$ cat config.mk
export PLATFORM = sky130hd
export DESIGN_NAME = uart_tx_datapath
export DESIGN_NICKNAME = d
export VERILOG_FILES = /design/src/rtl/uart_tx_datapath.sv
export SDC_FILE = /design/constraint.sdc
export NUM_CORES = 1
export LEC_CHECK = 0
export ABC_AREA = 1
export CAP_MARGIN = 20
export CORE_UTILIZATION = 49
export CTS_CLUSTER_SIZE = 8
export DETAILED_ROUTE_END_ITERATION = 6
export PLACE_DENSITY = 0.78
export SYNTH_ARGS = -nofsm -noshare
export SYNTH_HDL_FRONTEND = slang
export SYNTH_SLANG_ARGS = --single-unit
export TNS_END_PERCENT = 30
$ cat constraint.sdc
create_clock -name clk -period 1.1 [get_ports clk]
set_input_delay 0.22 -clock clk [delete_from_list [all_inputs] [get_ports clk]]
set_output_delay 0.22 -clock clk [all_outputs]
set_load 0.005 [all_outputs]
$ cat src/rtl/uart_tx_datapath.sv
// ---------------------------------------------------------------------------
// uart_tx_datapath
//
// Purpose:
//   Transmit datapath of a UART. It loads a parallel word, computes its parity
//   bit, shifts the word out LSB first under control of an external transmit
//   controller, and drives a registered serial line.
//
// Configuration:
//   UART_TX_PAR_TYP_EN - when defined, the PAR_TYP port exists and selects
//                        even (0) or odd (1) parity at load time. When it is
//                        undefined, the port is absent and parity is even.
//
// Ports:
//   clk         in   clock; all state updates on its rising edge
//   rst         in   synchronous active-high reset
//   P_DATA      in   [DATA_WIDTH-1:0] parallel word to transmit
//   Data_Valid  in   P_DATA valid this cycle
//   busy        in   controller busy; blocks loads while high
//   ser_en      in   shift enable from the controller
//   mux_sel     in   [1:0] line source: 00 parity, 01 data, 10 stop, 11 start
//   PAR_TYP     in   parity type, 0 even / 1 odd (UART_TX_PAR_TYP_EN only)
//   ser_done    out  all data bits shifted out (combinational)
//   TX_OUT      out  registered serial line
// ---------------------------------------------------------------------------
module uart_tx_datapath #(
    parameter int DATA_WIDTH = 8
) (
    input  logic                  clk,
    input  logic                  rst,
    input  logic [DATA_WIDTH-1:0] P_DATA,
    input  logic                  Data_Valid,
    input  logic                  busy,
    input  logic                  ser_en,
    input  logic [1:0]            mux_sel,
`ifdef UART_TX_PAR_TYP_EN
    input  logic                  PAR_TYP,
`endif
    output logic                  ser_done,
    output logic                  TX_OUT
);

    localparam int             CNT_W    = $clog2(DATA_WIDTH + 1);
    localparam logic [CNT_W-1:0] CNT_FULL = CNT_W'(DATA_WIDTH);

    localparam logic [1:0] SEL_PARITY = 2'b00;
    localparam logic [1:0] SEL_DATA   = 2'b01;
    localparam logic [1:0] SEL_STOP   = 2'b10;
    localparam logic [1:0] SEL_START  = 2'b11;

    logic [DATA_WIDTH-1:0] shift_q, shift_d;
    logic [CNT_W-1:0]      cnt_q,   cnt_d;
    logic                  par_q,   par_d;
    logic                  tx_q,    tx_d;

    logic                  load;
    logic                  shift;
    logic                  par_new;

    always_comb begin
        load  = Data_Valid && !busy;
        // Counting stops at DATA_WIDTH, which also freezes the shift register
        // so extra enable cycles after the last data bit are harmless.
        shift = ser_en && (mux_sel == SEL_DATA) && (cnt_q < CNT_FULL);

`ifdef UART_TX_PAR_TYP_EN
        // Odd parity is the complement of even parity.
        par_new = (^P_DATA) ^ PAR_TYP;
`else
        par_new = ^P_DATA;
`endif

        shift_d = shift_q;
        cnt_d   = cnt_q;
        par_d   = par_q;

        // A load discards whatever word was in flight, even mid-word.
        if (load) begin
            shift_d = P_DATA;
            cnt_d   = '0;
            par_d   = par_new;
        end else if (shift) begin
            shift_d = shift_q >> 1;
            cnt_d   = cnt_q + CNT_W'(1);
        end

        // The line samples the pre-shift LSB and the pre-load parity, so the
        // bit on TX_OUT always belongs to the word that was current this cycle.
        tx_d = 1'b1;
        case (mux_sel)
            SEL_PARITY: tx_d = par_q;
            SEL_DATA:   tx_d = shift_q[0];
            SEL_STOP:   tx_d = 1'b1;
            SEL_START:  tx_d = 1'b0;
            default:    tx_d = 1'b1;
        endcase
    end

    always_ff @(posedge clk) begin
        if (rst) begin
            shift_q <= '0;
            cnt_q   <= CNT_FULL;
            par_q   <= 1'b0;
            tx_q    <= 1'b1;
        end else begin
            shift_q <= shift_d;
            cnt_q   <= cnt_d;
            par_q   <= par_d;
            tx_q    <= tx_d;
        end
    end

    assign ser_done = (cnt_q == CNT_FULL);
    assign TX_OUT   = tx_q;

endmodule

==> impl_metrics.yaml <==
setup_path:
  cp_num_buf_inv: 2
  slowest_delay_ns: 0.34
  crit_path_start_kind: "register"
  required_ns: 0.88
  path_cells: "inv_2 -> ha_4 -> nand2_2 -> nor2_1 -> buf_2"
  crit_slowest_cell: "dfxtp_2"
  worstPathArrival_ns: 1.11
  end_kind: "output port"
  crit_family: "flip-flops"
  crit_path_max_fanout: 2
  worstSetupPathType: "reg2out"
logic_synthesis:
  synth_edf_count: 0
  synth_cell_types: 21
  postSynthCellCount: 124
  netlist_area_um2: 855.8
  ys_warn_count: 0
  synth_nets: 141
  synth.area.top_cells: "dfxtp_1 (33%), nand2_1 (18%), inv_1 (8.3%)"
  synth.avg_cell_area_um2: 6.902
  synth_top_cell_by_area: "dfxtp_1"
  async_reset_ff_frac: 0
  synth.yosys.seq_area_share: 0.3275
  synth.ff_latch_count: 14
  synth-main-ff-cell: "dfxtp_1"
  synth_top_area_frac: 0.3275
  yosysMostFrequentCell: "nand2_1"
  synth_common_cells: "nand2_1 (42), inv_1 (19), dfxtp_1 (14), nand3_1 (10), nor2_1 (9)"
timing:
  layout_min_cycle_time_ns: 1.329
  rsz0062_at_grt: "true"
  clock_skew_ns: 0.0009837
  worst_slack_ns: -0.2293
  whs_ns: 0.2992
  max_freq_ghz: 0.7523
  setup_viol: 3
  maxSlewHeadroom: 0.8243
  slew_viol_final: 0
  fin_crit_sh: 1.208
  finalHoldViolCount: 0
  tightestPinTransition_ns: 0.2617
die:
  core_um2: 1577
  dieArea_um2: 1918
  rows: 14
  io_pins: 17
  die_h_um: 43.79
  start_util: 0.5429
  die_w_um: 43.79
grt:
  grt_pass1_vias: 757
  grt_max_degree: 13
  overflow: 0
  grt.total_usage: 0.2188
  grt_pass1_wl_mm: 3.070
  antenna_found_initial: 0
place:
  dpl.hpwl_mm: 1.449
  port_buffers: 16
  finalWeightedCongestion: 0.7942
power_and_ir_drop:
  powerDensity_nw_per_um2: 943.2
  p_leak_nw: 0.7287
  vdd_drop_max_mv: 0.7590
layout:
  multi_input_area_um2: 528.0
  regArea_um2: 284.0
  area_delta_synth_final_pct: 57.31
  drive_gt1_frac: 0.3293
  n_fill_cell: 88
  post-route-util: 0.8540
  n_antenna_cell: 0
  final_nets: 185
route:
  routedWlPerCell_um: 15.70
  drc: 1
  wl_mm: 2.873
  vias_per_cell: 5.541
  vias: 1014
  ant_nets: 0
  dr.pass1.iters: 6
  first_iter_violations: 56
clocking:
  clock_latency_ns: 0.30
  cts.sinks: 14
  cts.reportedPaths.clkPinSlew_ns: 0.10
  postCtsHoldBufs: 0
  cts_buffers: 3
  ctsLongestPathBuffers: 2
  root_buffer: "clkbuf_4"
  cts_tree: "done"
  htreeDepth: 1
run_status:
  violations: "DRC, setup timing"
  status: "complete, but fails checks"
job:
  drv_cap: 0
hold_path:
  hold_path.class: "in2reg"
[worst min-delay path, stage by stage]
cell and delay [ns]:
dlymetal6s2s_1 0.12, nor2_1 0.05, o211ai_1 0.17
[through the flow]
step           std cells  instance area [um2]  setup TNS (ns)  total power [mW]  setup slack, ns
2_1_floorplan        124                855.8               0            0.6907           0.1469
3_3_place_gp         170                 1142          -3.689            0.8139          -0.3029
3_5_place_dp         170                 1142          -4.119            0.8240          -0.3334
4_1_cts              176                 1211         -0.2354             1.202          -0.1746
5_1_grt              183                 1346         -0.5522             1.313          -0.2493
6_report             183                 1346         -0.3511             1.270          -0.2293
[cells in the final DEF, fill, tap and decap left out]
cell and count:
nand2_1 40, buf_4 21, dfxtp_1 11, inv_1 11
nand3_1 10, nor2_1 9, dlymetal6s2s_1 8, inv_2 7
a21oi_1 4, o211a_1 4, clkdlybuf4s50_1 4, clkbuf_4 3
dfxtp_2 3, dlygate4sd2_1 3, buf_6 3, nand2_2 2
nand2_4 2, o211ai_1 2, nor3b_2 2, o21ai_0 2
ha_4 2, buf_12 2, nand4_4 1, nand2_8 1
nor2_4 1, nand4_1 1, xnor2_1 1, clkinvlp_4 1
o21ai_1 1, a211oi_1 1, nor3_2 1, o21ai_2 1
clkbuf_8 1, buf_2 1
[layer usage]
layer	share of wire	vias up	GRT usage	wire length, um
met5	0	-	0	0
met4	0.026	0	0.1000	75
met3	0.065	8	0.05000	186
met2	0.49	58	0.3851	1414
met1	0.42	465	0.2481	1197
li1	-	483	-	-
[sequential cells by signal, summed over array words and instances, names as in the netlist]
name / cells
shift_q: 8
TX_OUT: 1
par_q: 1
cnt_q: 4
[report_power, final]
| part | internal [mW] | switching [mW] | total (mW) | leakage, nW |
|---|---|---|---|---|
| sequential | 0.533 | 0.0148 | 0.547 | 0.115 |
| clock | 0.202 | 0.203 | 0.406 | 0.0210 |
| combinational | 0.157 | 0.160 | 0.317 | 0.592 |
[worst paths after layout]
kind / from / to / slack [ns] / depth (start not counted)
worst max-delay path: cnt_q[0]$_SDFFE_PP0P_ / ser_done / -0.23 / 5
worst min-delay path: mux_sel[1] / TX_OUT$_SDFF_PP1_ / 0.30 / 3
worst max register to register: cnt_q[1]$_SDFFE_PP0P_ / cnt_q[2]$_SDFFE_PP0P_ / -0.02 / 6
worst min register to register: shift_q[3]$_SDFFE_PP0P_ / shift_q[3]$_SDFFE_PP0P_ / 0.51 / 1
[cell families (layout without fill, tap and decap cells)]
logic type               after synthesis  count (layout)  share of synthesized area
buffers and inverters                 22              65                     0.1228
XOR/XNOR                               1               1                    0.01024
AND/OR/NAND/NOR                       70              70                     0.3860
flip-flops                            14              14                     0.3275
AO/OA/AOI/OAI                         15              15                     0.1243
adder cells (fa/ha/maj)                2               2                    0.02924
[cell type report]
class,count,area share
flip-flops and latches,14,0.2110
inverters,19,0.05576
repair buffers,42,0.2993
well taps,16,0.01487
multi-input cells,88,0.3922
clock buffers,4,0.02695
[repair_timing]
| item | in CTS | in global routing |
|---|---|---|
| pin swaps | 0 | 9 |
| resized for setup | 17 | 23 |
| setup buffers | 2 | 8 |
| setup endpoints to repair | 8 | 13 |
No activity file was read; power rests on OpenSTA's default activity.
